File: config.mk
export PLATFORM = sky130hd
export DESIGN_NAME = reg_bank_param
export DESIGN_NICKNAME = d
export VERILOG_FILES = /design/src/rtl/reg_bank_pkg.sv /design/src/rtl/reg_bank_rsp_slot.sv /design/src/rtl/reg_bank_param.sv
export SDC_FILE = /design/constraint.sdc
export NUM_CORES = 1
export LEC_CHECK = 0
export ABC_AREA = 1
export ABC_CLOCK_PERIOD_IN_PS = 18300
export CAP_MARGIN = 40
export CELL_PAD_IN_SITES_DETAIL_PLACEMENT = 1
export CELL_PAD_IN_SITES_GLOBAL_PLACEMENT = 2
export CORE_MARGIN = 2
export CORE_UTILIZATION = 32
export CTS_CLUSTER_SIZE = 30
export DETAILED_ROUTE_END_ITERATION = 16
export PLACE_DENSITY_LB_ADDON = 0.3
export SLEW_MARGIN = 20
export SYNTH_ARGS = -nofsm -noshare
export SYNTH_HDL_FRONTEND = slang
export SYNTH_SLANG_ARGS = --single-unit
File: constraint.sdc
create_clock -name clk -period 18.3 [get_ports clk]
set_input_delay 3.66 -clock clk [delete_from_list [all_inputs] [get_ports clk]]
set_output_delay 3.66 -clock clk [all_outputs]
set_load 0.02 [all_outputs]
File: src/rtl/reg_bank_pkg.sv
// Shared response type and helpers for the parametrised register bank.
// Widths are sized for the widest supported bank; callers cast to their own DATA_W.
package reg_bank_pkg;

    localparam int MAX_DATA_W = 256;
    localparam int MAX_BE_W   = MAX_DATA_W / 8;

    typedef struct packed {
        logic [MAX_DATA_W-1:0] rdata;
        logic                  err;
        logic                  wr;
    } rsp_t;

    function automatic logic [MAX_DATA_W-1:0] be_merge(
        input logic [MAX_DATA_W-1:0] old_val,
        input logic [MAX_DATA_W-1:0] wdata,
        input logic [MAX_BE_W-1:0]   be
    );
        logic [MAX_DATA_W-1:0] merged;
        merged = old_val;
        for (int k = 0; k < MAX_BE_W; k++) begin
            if (be[k]) begin
                merged[k*8 +: 8] = wdata[k*8 +: 8];
            end
        end
        return merged;
    endfunction

    function automatic logic addr_ok(
        input logic [31:0] addr,
        input int unsigned num_regs
    );
        return addr < num_regs;
    endfunction

endpackage

File: src/rtl/reg_bank_rsp_slot.sv
// One-entry valid/ready response holding register; owns req_rdy and the rsp_* outputs.
// A new response may be loaded in the same cycle the current one is consumed.
module reg_bank_rsp_slot
    import reg_bank_pkg::*;
#(
    parameter int DATA_W = 32
) (
    input  logic              clk,
    input  logic              rst,
    input  logic              push,
    input  rsp_t              push_rsp,
    input  logic              rsp_rdy,
    output logic              req_rdy,
    output logic              rsp_vld,
    output logic [DATA_W-1:0] rsp_rdata,
    output logic              rsp_err,
    output logic              rsp_wr
);

    logic vld_q;
    logic vld_d;
    rsp_t rsp_q;
    rsp_t rsp_d;

    assign req_rdy = !vld_q || rsp_rdy;

    always_comb begin
        vld_d = vld_q;
        rsp_d = rsp_q;
        if (push) begin
            vld_d = 1'b1;
            rsp_d = push_rsp;
        end else if (vld_q && rsp_rdy) begin
            vld_d = 1'b0;
            rsp_d = '0;
        end
    end

    always_ff @(posedge clk or posedge rst) begin
        if (rst) begin
            vld_q <= 1'b0;
            rsp_q <= '0;
        end else begin
            vld_q <= vld_d;
            rsp_q <= rsp_d;
        end
    end

    assign rsp_vld   = vld_q;
    assign rsp_rdata = rsp_q.rdata[DATA_W-1:0];
    assign rsp_err   = rsp_q.err;
    assign rsp_wr    = rsp_q.wr;

    // Bits above DATA_W are always zero-extended padding and never leave the block.
    if (DATA_W < MAX_DATA_W) begin : g_pad
        logic pad_unused;
        assign pad_unused = |rsp_q.rdata[MAX_DATA_W-1:DATA_W];
    end

endmodule

File: src/rtl/reg_bank_param.sv
// Parametrised register bank with byte strobes, read-only mask, range errors
// and a buffered valid/ready response path; all registers exported on reg_q.
module reg_bank_param
    import reg_bank_pkg::*;
#(
    parameter int                  DATA_W   = 32,
    parameter int                  NUM_REGS = 8,
    parameter int                  ADDR_W   = 4,
    parameter logic [NUM_REGS-1:0] RO_MASK  = '0,
    parameter logic [DATA_W-1:0]   RST_VAL  = '0
) (
    input  logic                       clk,
    input  logic                       rst,
    input  logic                       req_vld,
    output logic                       req_rdy,
    input  logic                       req_wr,
    input  logic [ADDR_W-1:0]          req_addr,
    input  logic [DATA_W-1:0]          req_wdata,
    input  logic [DATA_W/8-1:0]        req_be,
    output logic                       rsp_vld,
    input  logic                       rsp_rdy,
    output logic [DATA_W-1:0]          rsp_rdata,
    output logic                       rsp_err,
    output logic                       rsp_wr,
    output logic [NUM_REGS*DATA_W-1:0] reg_q
);

    logic [DATA_W-1:0]   regs_q [NUM_REGS];
    logic [DATA_W-1:0]   regs_d [NUM_REGS];
    logic [NUM_REGS-1:0] sel;
    logic                in_range;
    logic                sel_ro;
    logic                accept;
    logic                wr_hit;
    logic [DATA_W-1:0]   rd_data;
    rsp_t                rsp_d;

    assign accept   = req_vld && req_rdy;
    assign in_range = addr_ok(32'(req_addr), NUM_REGS);

    always_comb begin
        sel     = '0;
        rd_data = '0;
        for (int i = 0; i < NUM_REGS; i++) begin
            sel[i] = (req_addr == ADDR_W'(i));
            if (sel[i]) begin
                rd_data = regs_q[i];
            end
        end
    end

    assign sel_ro = |(sel & RO_MASK);
    assign wr_hit = accept && req_wr && in_range && !sel_ro;

    // Read-only registers are never selected for update, so they keep RST_VAL forever.
    always_comb begin
        regs_d = regs_q;
        for (int i = 0; i < NUM_REGS; i++) begin
            if (wr_hit && sel[i] && !RO_MASK[i]) begin
                regs_d[i] = DATA_W'(be_merge(MAX_DATA_W'(regs_q[i]),
                                             MAX_DATA_W'(req_wdata),
                                             MAX_BE_W'(req_be)));
            end
        end
    end

    always_ff @(posedge clk or posedge rst) begin
        if (rst) begin
            for (int i = 0; i < NUM_REGS; i++) begin
                regs_q[i] <= RST_VAL;
            end
        end else begin
            regs_q <= regs_d;
        end
    end

    always_comb begin
        rsp_d     = '0;
        rsp_d.wr  = req_wr;
        rsp_d.err = !in_range || (req_wr && sel_ro);
        if (!req_wr && in_range) begin
            rsp_d.rdata = MAX_DATA_W'(rd_data);
        end
    end

    always_comb begin
        reg_q = '0;
        for (int i = 0; i < NUM_REGS; i++) begin
            reg_q[i*DATA_W +: DATA_W] = regs_q[i];
        end
    end

    reg_bank_rsp_slot #(
        .DATA_W(DATA_W)
    ) u_rsp_slot (
        .clk      (clk),
        .rst      (rst),
        .push     (accept),
        .push_rsp (rsp_d),
        .rsp_rdy  (rsp_rdy),
        .req_rdy  (req_rdy),
        .rsp_vld  (rsp_vld),
        .rsp_rdata(rsp_rdata),
        .rsp_err  (rsp_err),
        .rsp_wr   (rsp_wr)
    );

endmodule

== Yosys cells after proc, flatten, opt, wreduce, memory -nomap -nowiden ==
Index checks and enable logic that the tools add are counted.

* Bits in writable memories: 0
* Latch bits: 0
* Memories kept: 0
* Register bits: 291
* Logic and storage cells: 108
* Memory bits (read-only): 0

* Equal/unequal tests: 7
* $add $sub $neg: 0
* Reduce and logical (&&, ||, !) cells: 51
* Divide/modulo/power cells: 0
* Multipliers: 0
* Magnitude comparators: 1
* Shifts and indexed selects: 0
* Multiplexer cells: 13
* Bitwise logic cells: 0

{| class="wikitable"
|+ Operators with widths
! cell !! number
|-
| $mux W32 || 9
|-
| $mux W34 || 2
|-
| $reduce_and A2 Y1 || 32
|-
| $eq A4 B3 Y1 const B || 4
|-
| $logic_and A1 B1 Y1 || 13
|-
| $eq A4 B2 Y1 const B || 2
|-
| $eq A4 B1 Y1 const B || 1
|-
| $logic_not A4 Y1 || 1
|-
| $lt A4 B4 Y1 const B || 1
|-
| $logic_not A1 Y1 || 3
|-
| $mux W1 || 2
|-
| $reduce_bool A2 Y1 || 1
|-
| $logic_or A1 B1 Y1 || 1
|}

== Depth between registers and ports, before layout ==
* Word-level depth: 11
* Gate-level depth with buffers: 12

== By module ==
Synthesis repeated with hierarchy kept, for this count alone.

* Cell total of the unflattened synthesis: 1580
* Area total of the unflattened synthesis: 13093.8 µm²

{| class="wikitable"
|+ Modules (own cells, without submodules)
! module !! times used !! area each (µm²) !! sequential area each (µm²) !! cells an instance
|-
| reg_bank_param || 1 || 11609.9 || 6406.1 || 1427
|-
| reg_bank_rsp_slot || 1 || 1483.9 || 875.8 || 153
|}

== Worst setup path before layout ==
No wires, ideal clock.

* Path type: input -> output
* From: in rsp_rdy
* To: out req_rdy
* Arrival: 3808 ps
* Slack: 10832 ps
* Stages on the path: 2
* Cell sequence: inv_1 nand2_2

* Longest elaborated chain between the ends: 1

{| class="wikitable"
|+ Ends and longest elaborated chain
! element !! line !! RTL
|-
| start, declared || reg_bank_param.sv:21 || <nowiki>input logic rsp_rdy,</nowiki>
|-
| $logic_or A1 B1 Y1 || reg_bank_rsp_slot.sv:25 || <nowiki>assign req_rdy = !vld_q || rsp_rdy;</nowiki>
|-
| end, declared || reg_bank_param.sv:15 || <nowiki>output logic req_rdy,</nowiki>
|}

No other way between the ends.

== Worst setup path after layout ==
Ends and elaborated chain as after synthesis.

==> results_dict.tcl <==
set metrics [dict create \
    peakVddDrop_v 0.0000606 \
    crit_arrival_ps 4880 \
    skew_ps 13.3 \
    cp_max_fo 3 \
    yosysTopAreaCellShare 0.536 \
    drc 0 \
    layout.nets 1864 \
    io_pins 337 \
    core_area_sq_um 41900 \
    fp.dieArea_sq_um 44100 \
    yosysTopAreaCell "dfrtp_1" \
    initial_core_util 0.324 \
    power_leakage_nw 8.79 \
    row_count 75 \
    hold_violations 0 \
    synth_fp_nets 1548 \
    grt_pass1_vias 12700 \
    clock_path_buffers 3 \
    routed_wl_microns 52600 \
    cp.buffers_inverters 3 \
    cp.required_ps 14640 \
    rsz0062_at_grt "false" \
    setup_viol 0 \
    grt_use_total 0.244 \
    seq_area_frac_synth 0.536 \
    clock-sinks 291 \
    drt_first_pass_iters 4 \
    placed_cell_area_sq_um 17400 \
    postCtsHoldBufs 0 \
    drt-wirelength-per-cell_microns 22.1 \
    worstSetupPathType "input port to primary output" \
    final_antenna_net_count 0 \
    dp.cells 2317 \
    drv_cap 0 \
    yosysWarnings 0 \
    grt_pass1_wl_microns 81100 \
    place.gp.congestion 0.768 \
    fin_cells 2386 \
    cts_setup_buffers 0 \
    whs_ps 478 \
    io_buffers 336 \
    path_cells "clkdlybuf4s50_1, inv_1, nand2_2, clkdlybuf4s50_1" \
    grt_overflow 0 \
    cts_max_level 2 \
    fin_area_sq_um 18700 \
    crit_path_top_delay_cell "clkdlybuf4s50_1" \
    timing.final.ws_setup_ps 9760 \
    drive_gt1_frac 0.139 \
    drt-initial-drc-count 553 \
    tightest_slew_ps 789 \
    slew_violations 0 \
    ff2ff_path_depth 8 \
    die_x_microns 210 \
    setup.worst_path.end_class "primary output" \
    path_common_cell "clkdlybuf4s50_1" \
    synth_area_sq_um 13600 \
    clkSlewWorstSetupHoldPaths_ps 60 \
    slew_headroom 0.473 \
    powerDensity_nw_per_um2 91.6 \
    synth.distinct_cells 27 \
    root_buffer "clkbuf_16" \
    critPathMaxStageDelay_ps 620 \
    clk_latency_ps 540 \
    dp.final_hpwl_microns 36800 \
    pre_cts_slack_ps 9750 \
    grt_max_degree 102 \
    max_freq_mhz 117 \
    cp_top_family "buffers and inverters" \
    via_per_inst 4.97 \
    syn_to_final_growth_pct 37.4 \
    via_count 11900 \
    synthTopCellsByArea "dfrtp_1 54%, nand2_1 13%, o21ai_2 7.5%, o21ai_1 5.1%, nand3_1 4.3%" \
    worst_setup_path_start_kind "input port" \
    cts_tree "built" \
    finalCriticalPeriod_ps 8540 \
    ys_seq_elements 291 \
    syn_inst 1503 \
    fin_crit_sh 0.467 \
    hold_class "flop to flop" \
    worstSetupPathDepth 4 \
    syn_avg_cell_area_sq_um 9.04 \
    fin_setup_tns_ps 0 \
    cts_buffers 36 \
    min_path_cells 2 \
    status "finished clean" \
    die_h_microns 210 \
    cts_resized 0 \
    antenna_found_initial 3 \
]
[flip-flops by register name, indices dropped and copies added, names as in the netlist]
| signal | count |
|---|---|
| u_rsp_slot.rsp_wr | 1 |
| u_rsp_slot.rsp_rdata | 32 |
| reg_q | 256 |
| u_rsp_slot.rsp_err | 1 |
| u_rsp_slot.rsp_vld | 1 |
[final cells by class]
cell class                 count  area (sq um)
antenna                        3          7.51
clock buffer                  53          1070
clock inverter                10           125
fill                        4772         23300
inverter                      66           256
multi-input combinational   1067          5530
sequential                   291          7280
tap                          539           674
timing repair buffer         357          3720
[metrics by stage]
| step | utilization | power (mW) |
|---|---|---|
| 2_1_floorplan | - | 0.849 |
| 3_3_place_gp | 0.409 | 0.981 |
| 3_5_place_dp | 0.415 | 0.991 |
| 4_1_cts | 0.443 | 1.73 |
| 5_1_grt | 0.445 | 1.78 |
| 6_report | 0.445 | 1.71 |
[worst register-to-register path: stages (launching register included)]
cell and delay, ps:
dfrtp_1 410, nand2_2 110, nand2_2 90, clkinv_2 90, nand3_4 340, nor2_8 350, nand2_4 230, nand2_1 180
o21ai_2 70
[final timing paths]
path	start	to	slack, ps
worst max-delay path	rsp_rdy	req_rdy	9760
worst min-delay path	u_rsp_slot.rsp_rdata[3]	u_rsp_slot.rsp_rdata[3]	480
worst max register to register	u_rsp_slot.rsp_vld	reg_q[132]	16300
worst min register to register	u_rsp_slot.rsp_rdata[3]	u_rsp_slot.rsp_rdata[3]	480
max in group asynchronous	rst	reg_q[108]	12710
min in group asynchronous	rst	reg_q[195]	3660
[report_power, final]
group / switching (mW) / internal (mW) / total [mW] / leakage [nW]
clock network: 0.287 / 0.444 / 0.731 / 0.593
registers: 0.0361 / 0.682 / 0.718 / 3.99
logic: 0.155 / 0.105 / 0.260 / 4.20
total: 0.477 / 1.23 / 1.71 / 8.79
[metal layers]
metal | GRT usage | vias to the layer above | part of all wire
li1 | - | 5601 | -
met1 | 0.313 | 5917 | 0.43
met2 | 0.407 | 283 | 0.48
met3 | 0.0647 | 69 | 0.064
met4 | 0.0670 | 0 | 0.022
met5 | 0 | - | 0
[synthesized netlist by cell type]
master,instances
a21oi_1,48
buf_1,4
buf_2,12
buf_4,5
buf_6,32
clkbuf_1,26
clkinv_1,1
clkinv_2,1
dfrtp_1,291
inv_1,58
inv_2,6
nand2_1,465
nand2_2,3
nand2_4,32
nand3_1,118
nand3_4,1
nand4_1,29
nor2_1,90
nor2_2,2
nor2_8,8
nor3_2,1
o21ai_0,3
o21ai_1,139
o21ai_2,117
or2_0,2
or2_1,6
or2_2,3
[placed cells by master, fill, tap and decap left out, types with 29 or more instances in the layout]
cell,synthesis,final
nand2_4,32,32
a21oi_1,48,48
nand4_1,29,29
nand2_1,465,465
clkdlybuf4s50_1,0,336
o21ai_1,139,139
dfrtp_1,291,291
nand3_1,118,117
o21ai_2,117,117
nor2_1,90,86
inv_1,58,57
clkbuf_16,0,37
[cell families after synthesis]
family          count (synthesis)  synth area share
simple gates                  760             0.258
compound gates                307             0.145
buf+inv                       145            0.0603
flops                         291             0.536
No activity file was read; power rests on OpenSTA's default activity.
